$ cat src/rtl/cdc_pkg.sv
// rtl/cdc_pkg.sv - shared types and helpers for the domain-B word capture block
// Contents:
//   DEF_DATA_W  default captured word width
//   cdc_word_t  word type at the default width
//   level_w()   width of an occupancy count for a given FIFO depth
package cdc_pkg;

    localparam int DEF_DATA_W = 16;

    typedef logic [DEF_DATA_W-1:0] cdc_word_t;

    // Occupancy must reach DEPTH itself, hence one bit more than the address.
    function automatic int level_w(input int depth);
        return $clog2(depth) + 1;
    endfunction

endpackage

$ cat src/rtl/cdc_word_capture_if.sv
// rtl/cdc_word_capture_if.sv - capture/stream/status bundle for cdc_word_capture
// Signals:
//   capture_pulse, data_in   capture request and the quasi-static domain-A word
//   out_valid, out_ready, out_data  head-of-FIFO stream
//   ack_toggle               flips once per word written into the FIFO
//   level                    FIFO occupancy
//   overflow, drop_cnt       sticky drop flag and saturating drop count
//   overflow_clr             clears overflow and drop_cnt
// Modports: slave = the capture block, master = whoever drives it.
interface cdc_word_capture_if
    import cdc_pkg::*;
#(
    parameter int DATA_W = DEF_DATA_W,
    parameter int DEPTH  = 4,
    parameter int CNT_W  = 8
);
    localparam int LVL_W = level_w(DEPTH);

    logic              capture_pulse;
    logic [DATA_W-1:0] data_in;
    logic              out_ready;
    logic              out_valid;
    logic [DATA_W-1:0] out_data;
    logic              ack_toggle;
    logic [LVL_W-1:0]  level;
    logic              overflow;
    logic              overflow_clr;
    logic [CNT_W-1:0]  drop_cnt;

    modport slave (
        input  capture_pulse, data_in, out_ready, overflow_clr,
        output out_valid, out_data, ack_toggle, level, overflow, drop_cnt
    );

    modport master (
        output capture_pulse, data_in, out_ready, overflow_clr,
        input  out_valid, out_data, ack_toggle, level, overflow, drop_cnt
    );

endinterface

$ cat src/rtl/cdc_word_capture_sync_fifo_fwft.sv
// rtl/cdc_word_capture_sync_fifo_fwft.sv - first-word-fall-through FIFO with registered head
// Ports:
//   clk, rst             clock, asynchronous active-high reset
//   push, push_data      write request (caller guarantees room)
//   pop                  read request (caller guarantees out_valid)
//   full                 occupancy equals DEPTH
//   out_valid, out_data  registered head-of-FIFO word
//   level                occupancy, 0..DEPTH
module sync_fifo_fwft
    import cdc_pkg::*;
#(
    parameter int DATA_W = DEF_DATA_W,
    parameter int DEPTH  = 4
) (
    input  logic                     clk,
    input  logic                     rst,
    input  logic                     push,
    input  logic [DATA_W-1:0]        push_data,
    input  logic                     pop,
    output logic                     full,
    output logic                     out_valid,
    output logic [DATA_W-1:0]        out_data,
    output logic [level_w(DEPTH)-1:0] level
);
    localparam int AW = $clog2(DEPTH);
    localparam int PW = AW + 1;

    logic [DATA_W-1:0] mem_q [DEPTH];
    logic [DATA_W-1:0] mem_d [DEPTH];
    logic [PW-1:0]     wr_ptr_q, wr_ptr_d;
    logic [PW-1:0]     rd_ptr_q, rd_ptr_d;
    logic [DATA_W-1:0] head_q, head_d;
    logic              valid_q, valid_d;

    // Pointers carry an extra MSB, so their difference is the true occupancy.
    assign level     = wr_ptr_q - rd_ptr_q;
    assign full      = (level == PW'(DEPTH));
    assign out_valid = valid_q;
    assign out_data  = head_q;

    always_comb begin
        mem_d    = mem_q;
        wr_ptr_d = wr_ptr_q;
        rd_ptr_d = rd_ptr_q;
        if (push) begin
            mem_d[wr_ptr_q[AW-1:0]] = push_data;
            wr_ptr_d                = wr_ptr_q + PW'(1);
        end
        if (pop) begin
            rd_ptr_d = rd_ptr_q + PW'(1);
        end
        valid_d = (wr_ptr_d != rd_ptr_d);
        // Reading through mem_d lets a word pushed into an empty FIFO become the head at once.
        head_d  = valid_d ? mem_d[rd_ptr_d[AW-1:0]] : head_q;
    end

    always_ff @(posedge clk or posedge rst) begin
        if (rst) begin
            for (int i = 0; i < DEPTH; i++) mem_q[i] <= '0;
            wr_ptr_q <= '0;
            rd_ptr_q <= '0;
            head_q   <= '0;
            valid_q  <= 1'b0;
        end else begin
            mem_q    <= mem_d;
            wr_ptr_q <= wr_ptr_d;
            rd_ptr_q <= rd_ptr_d;
            head_q   <= head_d;
            valid_q  <= valid_d;
        end
    end

endmodule

$ cat src/rtl/cdc_word_capture.sv
// rtl/cdc_word_capture.sv - domain-B capture of a domain-A word into an FWFT FIFO
// Ports:
//   clk_b   domain-B clock
//   rst_b   asynchronous reset, active-high
//   bus     cdc_word_capture_if.slave: capture request, output stream, ack toggle,
//           occupancy, overflow flag/clear and drop counter
// One word that finds the FIFO full is parked in a pend register and written, with
// its ack, on the first cycle that has room. Any capture while a word is parked is
// dropped and counted.
module cdc_word_capture
    import cdc_pkg::*;
#(
    parameter int DATA_W = DEF_DATA_W,
    parameter int DEPTH  = 4,
    parameter int CNT_W  = 8
) (
    input logic               clk_b,
    input logic               rst_b,
    cdc_word_capture_if.slave bus
);
    localparam int LVL_W = level_w(DEPTH);

    logic              pend_q, pend_d;
    logic [DATA_W-1:0] pend_data_q, pend_data_d;
    logic              ack_q, ack_d;
    logic              overflow_q, overflow_d;
    logic [CNT_W-1:0]  drop_cnt_q, drop_cnt_d;

    logic              push;
    logic [DATA_W-1:0] push_data;
    logic              pop;
    logic              full;
    logic              fifo_valid;
    logic [DATA_W-1:0] fifo_data;
    logic [LVL_W-1:0]  fifo_level;
    logic              room;
    logic              drop;

    sync_fifo_fwft #(
        .DATA_W (DATA_W),
        .DEPTH  (DEPTH)
    ) u_fifo (
        .clk       (clk_b),
        .rst       (rst_b),
        .push      (push),
        .push_data (push_data),
        .pop       (pop),
        .full      (full),
        .out_valid (fifo_valid),
        .out_data  (fifo_data),
        .level     (fifo_level)
    );

    assign pop  = fifo_valid && bus.out_ready;
    // A same-edge pop frees a slot even when the FIFO reads full.
    assign room = !full || pop;

    always_comb begin
        pend_d      = pend_q;
        pend_data_d = pend_data_q;
        ack_d       = ack_q;
        overflow_d  = overflow_q;
        drop_cnt_d  = drop_cnt_q;
        push        = 1'b0;
        push_data   = pend_data_q;
        drop        = 1'b0;

        if (pend_q) begin
            // Only one write per cycle, so the parked word always goes first and
            // any new capture now is lost.
            if (room) begin
                push   = 1'b1;
                pend_d = 1'b0;
                ack_d  = ~ack_q;
            end
            drop = bus.capture_pulse;
        end else if (bus.capture_pulse) begin
            if (room) begin
                push      = 1'b1;
                push_data = bus.data_in;
                ack_d     = ~ack_q;
            end else begin
                pend_d      = 1'b1;
                pend_data_d = bus.data_in;
            end
        end

        if (drop) begin
            overflow_d = 1'b1;
            if (drop_cnt_q != {CNT_W{1'b1}}) drop_cnt_d = drop_cnt_q + CNT_W'(1);
        end
        if (bus.overflow_clr) begin
            overflow_d = 1'b0;
            drop_cnt_d = '0;
        end
    end

    always_ff @(posedge clk_b or posedge rst_b) begin
        if (rst_b) begin
            pend_q      <= 1'b0;
            pend_data_q <= '0;
            ack_q       <= 1'b0;
            overflow_q  <= 1'b0;
            drop_cnt_q  <= '0;
        end else begin
            pend_q      <= pend_d;
            pend_data_q <= pend_data_d;
            ack_q       <= ack_d;
            overflow_q  <= overflow_d;
            drop_cnt_q  <= drop_cnt_d;
        end
    end

    assign bus.out_valid  = fifo_valid;
    assign bus.out_data   = fifo_data;
    assign bus.level      = fifo_level;
    assign bus.ack_toggle = ack_q;
    assign bus.overflow   = overflow_q;
    assign bus.drop_cnt   = drop_cnt_q;

endmodule

$ cat src/flat_wrapper.sv
// flat-port wrapper written by rule: the top's interface ports become plain ports
module cdc_word_capture_flat import cdc_pkg::*;
#(
    parameter int DATA_W = DEF_DATA_W,
    parameter int DEPTH  = 4,
    parameter int CNT_W  = 8
)
  (clk_b, rst_b, bus_capture_pulse, bus_data_in, bus_out_ready, bus_overflow_clr, bus_out_valid, bus_out_data, bus_ack_toggle, bus_level, bus_overflow, bus_drop_cnt);
  cdc_word_capture_if #(.DATA_W(DATA_W), .DEPTH(DEPTH), .CNT_W(CNT_W)) bus_i ();
  input logic clk_b;
  input logic rst_b;
  input wire logic [$bits(bus_i.capture_pulse)-1:0] bus_capture_pulse;
  input wire logic [$bits(bus_i.data_in)-1:0] bus_data_in;
  input wire logic [$bits(bus_i.out_ready)-1:0] bus_out_ready;
  input wire logic [$bits(bus_i.overflow_clr)-1:0] bus_overflow_clr;
  output wire logic [$bits(bus_i.out_valid)-1:0] bus_out_valid;
  output wire logic [$bits(bus_i.out_data)-1:0] bus_out_data;
  output wire logic [$bits(bus_i.ack_toggle)-1:0] bus_ack_toggle;
  output wire logic [$bits(bus_i.level)-1:0] bus_level;
  output wire logic [$bits(bus_i.overflow)-1:0] bus_overflow;
  output wire logic [$bits(bus_i.drop_cnt)-1:0] bus_drop_cnt;
  assign bus_i.capture_pulse = bus_capture_pulse;
  assign bus_i.data_in = bus_data_in;
  assign bus_i.out_ready = bus_out_ready;
  assign bus_i.overflow_clr = bus_overflow_clr;
  assign bus_out_valid = bus_i.out_valid;
  assign bus_out_data = bus_i.out_data;
  assign bus_ack_toggle = bus_i.ack_toggle;
  assign bus_level = bus_i.level;
  assign bus_overflow = bus_i.overflow;
  assign bus_drop_cnt = bus_i.drop_cnt;
  cdc_word_capture #(.DATA_W(DATA_W), .DEPTH(DEPTH), .CNT_W(CNT_W)) u_core (.clk_b(clk_b), .rst_b(rst_b), .bus(bus_i));
endmodule
$ cat config.mk
export PLATFORM = sky130hd
export DESIGN_NAME = cdc_word_capture_flat
export DESIGN_NICKNAME = d
export VERILOG_FILES = /design/src/rtl/cdc_pkg.sv /design/src/rtl/cdc_word_capture_if.sv /design/src/rtl/cdc_word_capture_sync_fifo_fwft.sv /design/src/rtl/cdc_word_capture.sv /design/src/flat_wrapper.sv
export SDC_FILE = /design/constraint.sdc
export NUM_CORES = 1
export LEC_CHECK = 0
export CORE_MARGIN = 5
export CORE_UTILIZATION = 60
export CTS_CLUSTER_DIAMETER = 50
export CTS_CLUSTER_SIZE = 25
export DETAILED_ROUTE_END_ITERATION = 6
export PLACE_DENSITY = 0.82
export SLEW_MARGIN = 20
export SYNTH_ARGS = -nofsm -noshare
export SYNTH_HDL_FRONTEND = slang
export SYNTH_SLANG_ARGS = --single-unit
$ cat constraint.sdc
create_clock -name clk_b -period 7.5 [get_ports clk_b]
set_input_delay 1.125 -clock clk_b [delete_from_list [all_inputs] [get_ports clk_b]]
set_output_delay 1.125 -clock clk_b [all_outputs]
set_load 0.005 [all_outputs]
==> reports/results.tsv, run 1 <==
metric	value	unit
status	finished, violations left	
violated checks	design-rule violations	
Max Cap Viol	0	
pwr/cell area	526.8	mW/mm^2
Main synth FF type	dfrtp_1	
total gr overflow	0	
initial antenna violation count	0	
adder-cell share of the synthesized area	0.01843	
syn_nets	601	
Mapped Cells	572	
sw power	1.541	mW
area grow syn2layout	20.42	%
total CTS buffers	17	
clk slew on worst S/H paths	0.06	ns
first-pass GRT wire length	25.27	mm
critical path startpoint category	input port	
DRT antenna net count	0	
Met1 Wirelength	6.110	mm
reg2reg path depth	9	
ant diodes	0	
Crit Reg-Reg Endpoint	u_core.u_fifo.out_data[15]	
first-pass detailed-route iteration total	7	
TritonCTS clock tree	yes	
Detail Placement HPWL	9.141	mm
# setup viols final	0	
Routed WL	15.30	mm
WP data arrival	4.25	ns
count of distinct cell types in the synthesized netlist	45	
top sig layer	met4	
Peak supply drop	0.2653	mV
worst hold path type	reg2reg	
Crit Path Category	in2reg	
CTS Buffer Depth	2	
Synth Area in Simple Gates	0.1232	
flop2flop setup slack	4.13	ns
DR iter-0 viols	434	
die width	108.7	um
met3 wire length	1.359	mm
Mapped Avg Cell Area	10.21	um^2
Die Height	108.7	um
routability cong.	0.8241	
Slew @ Worst Pin	0.9273	ns
vias in the first global route	5071	
final core occ	0.7295	
Max Slew Vio Count	0	
Setup Fix Bufs, Post-CTS	0	
# resized after CTS	0	
layout cells sized above 1	0.1417	
async set-reset flop share out of synthesis	1.000	
Worst setup endpoint	u_core.u_fifo.out_data[15]	
Max Fanout on Critical Path	22	
DIE AREA	0.01180	mm^2
post-synthesis cell area	0.005839	mm^2
Layout Skew	0.008316	ns
CP Launch Point	bus_out_ready	
period utilization	0.5171	
Comb power frac	0.486	
met2 routed WL	7.318	mm
CTS root buf	clkbuf_8	
core area	0.009639	mm^2
DRC Markers	1	
row count	36	
post-synthesis register bit count	114	
largest net degree at the start of global routing	76	
RSZ-0062 raised after global routing	no	
DR WL/cell	20.29	um
Internal	2.164	mW
maximum clock frequency	0.2578	GHz
H-tree depth	4	
switching fraction of total power	0.4159	
Flop pwr share	0.295	
largest family of logic cells by synthesized area	compound AO/OA/AOI/OAI gates	
post-synthesis compound-gate area fraction	0.2012	
cts hold-fix bufs	0	
vias per cell	6.549	
xor-xnor portion of the synthesized cell area	0.02721	
Total Routing Usage GR	0.2775	
fraction of synthesized area in multiplexers	0.09256	
nets@finish	637	
RR Startpoint	u_core.u_fifo.wr_ptr_q[0]	
clk_lat worst skew	0.52	ns
io pins	51	
Lkg Pwr	2.911	nW
register area share after synthesis	0.4885	
Rel. slew slack	0.3818	
Post-synth EDFFs	0	
Initial Util	0.6058	
CP Capture Type	flip-flop	
Port Buf Inserts	50	
vias	4938	
WP data required	7.88	ns
clock sinks	114	
Clock Power Share	0.220	
Final Hold Fails	0	
Yosys warning total	0	
post-layout min period	3.878	ns
aggregate negative setup slack	0	ns
-- per-layer routing --
layer / global-route usage / vias up
li1: - / 2189
met1: 0.3543 / 2390
met2: 0.4444 / 295
met3: 0.07697 / 64
met4: 0.1226 / 0
met5: 0 / -
-- worst min-delay path by stage --
stage | start | end | depth (start not counted)
2_1_floorplan | u_core.u_fifo.mem_q[17] | u_core.u_fifo.mem_q[17] | 2
3_3_place_gp | u_core.bus.ack_toggle | u_core.bus.ack_toggle | 1
5_1_grt | u_core.bus.ack_toggle | u_core.bus.ack_toggle | 1
6_report | u_core.bus.ack_toggle | u_core.bus.ack_toggle | 1
3_5_place_dp | u_core.bus.ack_toggle | u_core.bus.ack_toggle | 1
4_1_cts | u_core.bus.ack_toggle | u_core.bus.ack_toggle | 1
-- power by group through the flow --
| stage | registers, mW | clock network [mW] | logic (mW) |
|---|---|---|---|
| after floorplan | 1.02 | 0 | 1.27 |
| after global placement | 1.07 | 0 | 1.67 |
| after detailed placement | 1.08 | 0 | 1.75 |
| after CTS | 1.08 | 0.818 | 1.78 |
| after global routing | 1.12 | 0.851 | 1.97 |
| final | 1.09 | 0.813 | 1.80 |
-- critical path, stage by stage --
cell and delay [ns]:
clkdlybuf4s50_1 0.55, and3b_1 0.54, nor2_1 0.60, buf_4 0.38, xnor3_2 0.45, a2111oi_0 0.50, a31oi_1 0.09
-- synthesized netlist by cell type, drive strengths merged (2+ instances only) --
cell type / count / share of area
mux2: 32 / 0.062
a31oi: 18 / 0.023
o311ai: 4 / 0.0073
o21ai: 51 / 0.044
o2111ai: 16 / 0.024
or3: 17 / 0.018
xor2: 4 / 0.0060
a21oi: 20 / 0.017
xnor3: 3 / 0.012
a21bo: 3 / 0.0051
o211ai: 19 / 0.024
nand3: 8 / 0.0069
nor3: 21 / 0.018
clkbuf: 30 / 0.019
a2111oi: 16 / 0.024
and2: 2 / 0.0021
nand3b: 16 / 0.021
ha: 7 / 0.015
a32oi: 15 / 0.022
nand2: 53 / 0.034
xnor2: 6 / 0.0090
inv: 26 / 0.017
nor2: 29 / 0.019
mux2i: 18 / 0.031
buf: 13 / 0.012
dfrtp: 114 / 0.49
-- cell usage in the layout (no fill, tap or decap), types with 2 or more instances in the layout --
cell type / instances
a21bo_1: 2
nor2_1: 29
a2111oi_0: 16
nand2_1: 53
xnor2_1: 6
o211ai_1: 19
o311ai_2: 4
o2111ai_1: 16
a21oi_1: 20
clkdlybuf4s50_1: 50
buf_4: 10
a31oi_1: 16
clkbuf_8: 3
or3_1: 17
mux2_2: 32
nand3_1: 8
inv_1: 24
clkinvlp_4: 5
dfrtp_1: 114
and2_1: 2
a31oi_4: 2
clkbuf_16: 16
inv_4: 2
bufinv_16: 3
o21ai_0: 51
ha_1: 7
clkinv_4: 2
nor3_1: 21
mux2i_1: 18
a32oi_1: 15
xor2_1: 4
nand3b_1: 16
xnor3_2: 3
clkinv_2: 3
-- cell type report --
| type | count | area (um^2) |
|---|---|---|
| well taps | 133 | 166.4 |
| repair buffers | 60 | 575.6 |
| flip-flops and latches | 114 | 2853 |
| multi-input cells | 389 | 2733 |
| inverters | 26 | 102.6 |
| clock inverters | 13 | 160.2 |
| clock buffers | 19 | 441.7 |
| fillers | 689 | 2608 |
-- state kept, by name (all words and copies together), names as in the netlist --
register and flops:
u_core.u_fifo.mem_q 64, u_core.u_fifo.wr_ptr_q 3, u_core.pend_data_q 16, u_core.bus.ack_toggle 1, u_core.pend_q 1, u_core.u_fifo.rd_ptr_q 3, u_core.bus.overflow 1, u_core.u_fifo.out_data 16
u_core.bus.drop_cnt 8, u_core.u_fifo.out_valid 1
-- cells by family after synthesis --
kind of cell | count (synthesis)
AO/OA/AOI/OAI | 168
AND/OR/NAND/NOR | 150
flip-flops | 114
XOR/XNOR | 13
adder cells (fa/ha/maj) | 8
multiplexers | 50
buffers and inverters | 69
-- per-stage QoR --
step,worst slack [ns],hold slack (ns),area (um^2),instances,power (mW)
finish,3.622,0.4717,7032,754,3.704
global route,3.389,0.4881,7032,754,3.935
CTS,3.713,0.4720,7032,754,3.680
detailed placement,3.303,0.4609,6430,722,2.836
global placement,3.464,0.4560,6430,722,2.737
floorplan,3.359,0.4412,5839,572,2.294
Note: power is estimated with default switching activity, not from simulation.
==> run 2, diff against run 1 <==
- CORE_UTILIZATION: 60 -> 52
- PLACE_DENSITY: 0.82 -> 0.76
- clock period: 7.5 -> 3.3 ns (I/O delays scaled with it)
==> run 2 against run 1 <==
Net effect: the run now ends clean; critical path depth increased by 3; design area up 1.9%; sequential share of layout area is 0.76 points lower; count of clock-buffer cells in the layout grew 3; highest routed layer unchanged; routed wire length is 5.4% lower; critical endpoint is now u_core.u_fifo.out_data[4]; hold slack gained 0.0060 ns; final cell count is 1.6% higher.
==> reports/results.tsv, run 2 (synthesis gave the netlist of run 1 again) <==
metric	value	unit
core area	0.01094	mm^2
met3 Track Usage GR	0.05483	
vias per cell	6.187	
RSZ-0062 raised after global routing	no	
total CTS buffers	17	
nets@finish	642	
DRC Markers	0	
critical path startpoint category	flip-flop	
routability cong.	0.8848	
DR WL/cell	18.89	um
CTS root buf	clkbuf_16	
Total Routing Usage GR	0.2333	
commonest non-fill, non-tap cells in the layout	114 x dfrtp_1, 53 x nand2_1, 51 x o21ai_0, 50 x clkdlybuf4s50_1, 32 x mux2_2	
Lkg Pwr	2.983	nW
Global Route met1 Usage	0.3081	
Peak supply drop	0.8753	mV
DRT antenna net count	0	
Port Buf Inserts	50	
Clock Power Share	0.218	
first-pass GRT wire length	24.18	mm
WP data arrival	3.41	ns
number of flip-flops in the largest register	64	
worst hold slack	0.4777	ns
clk slew on worst S/H paths	0.05	ns
H-tree depth	4	
io pins	51	
ant diodes	0	
DR iter-0 viols	412	
area grow syn2layout	22.71	%
switching fraction of total power	0.4018	
Top reg by flops	u_core.u_fifo.mem_q	
Die Height	116.0	um
Final Hold Fails	0	
CP Capture Type	flip-flop	
Detail Placement HPWL	9.063	mm
CTS Buffer Depth	2	
Flop pwr share	0.286	
period utilization	0.9507	
Rel. slew slack	0.5508	
clk_lat worst skew	0.41	ns
Slew @ Worst Pin	0.6731	ns
vias	4739	
row count	38	
Max Fanout on Critical Path	10	
aggregate negative setup slack	0	ns
worst hold path type	reg2reg	
Initial Util	0.5340	
# setup viols final	0	
largest net degree at the start of global routing	115	
Routed WL	14.47	mm
TritonCTS clock tree	yes	
Comb power frac	0.495	
clock sinks	114	
die width	116.0	um
WP data required	3.57	ns
vias in the first global route	4708	
pwr/cell area	1186	mW/mm^2
Internal	5.085	mW
status	finished, final reports clean	
maximum clock frequency	0.3187	GHz
total gr overflow	0	
Top Usage Layer GRT	met2	
Layout Skew	0.006009	ns
Setup Fix Bufs, Post-CTS	0	
DIE AREA	0.01345	mm^2
Crit Path Category	reg2reg	
post-layout min period	3.137	ns
layout cells sized above 1	0.1470	
Max Slew Vio Count	0	
Max Cap Viol	0	
# resized after CTS	0	
initial antenna violation count	0	
sw power	3.416	mW
cts hold-fix bufs	0	
met2 Resource Use GR	0.3625	
first-pass detailed-route iteration total	5	
leading cell type in the layout, fill and taps excluded	dfrtp_1	
==> run 2: area by class of cell <==
type | count | area, um^2
Inverter | 26 | 103.9
Tap cell | 140 | 175.2
Timing Repair Buffer | 65 | 688.2
Multi-Input combinational cell | 389 | 2740
Fill cell | 851 | 3770
Clock inverter | 10 | 131.4
Clock buffer | 22 | 474.2
Sequential cell | 114 | 2853
==> run 2: routing by layer <==
layer	part of all wire	vias up
met3	0.057	35
met1	0.43	2327
met5	0	-
met2	0.48	174
met4	0.031	0
li1	-	2203
==> run 2: worst max-delay path, cell delays in order, from the launching register on <==
cell and delay [ns]:
dfrtp_1 0.40, inv_1 0.13, ha_1 0.24, fa_1 0.39, xnor3_2 0.36, inv_4 0.08, o2111ai_1 0.38, nand3_2 0.27
buf_4 0.25, a2111oi_1 0.40, a31oi_1 0.09
==> run 2: path summary, 6_finish.rpt <==
| kind | from | to | slack [ns] | depth (start not counted) |
|---|---|---|---|---|
| max | u_core.u_fifo.wr_ptr_q[0] | u_core.u_fifo.out_data[4] | 0.16 | 10 |
| max in group asynchronous | rst_b | u_core.u_fifo.mem_q[33] | 2.23 | 3 |
| max reg2reg | u_core.u_fifo.wr_ptr_q[0] | u_core.u_fifo.out_data[4] | 0.16 | 10 |
| min | u_core.bus.ack_toggle | u_core.bus.ack_toggle | 0.48 | 1 |
| min reg2reg | u_core.bus.ack_toggle | u_core.bus.ack_toggle | 0.48 | 1 |
| min in group asynchronous | rst_b | u_core.bus.drop_cnt[0] | 0.60 | 3 |
==> run 2: power groups by stage <==
stage	clock, mW	sequential, mW	combinational (mW)
after floorplan	0	2.33	2.89
after global placement	0	2.41	3.99
after detailed placement	0	2.44	4.14
after CTS	1.88	2.43	4.18
after global routing	1.94	2.50	4.63
final	1.86	2.44	4.21
==> run 2: through the flow <==
| step | worst slack [ns] | area (um^2) | instances | total power [mW] | utilization |
|---|---|---|---|---|---|
| floorplan | 0.5610 | 5843 | 572 | 5.215 | - |
| global placement | 0.4010 | 6553 | 734 | 6.398 | 0.5992 |
| detailed placement | 0.1404 | 6553 | 734 | 6.581 | 0.5992 |
| CTS | 0.05066 | 7158 | 766 | 8.488 | 0.6546 |
| global route | 0.008944 | 7166 | 766 | 9.073 | 0.6553 |
| finish | 0.1626 | 7166 | 766 | 8.501 | 0.6553 |
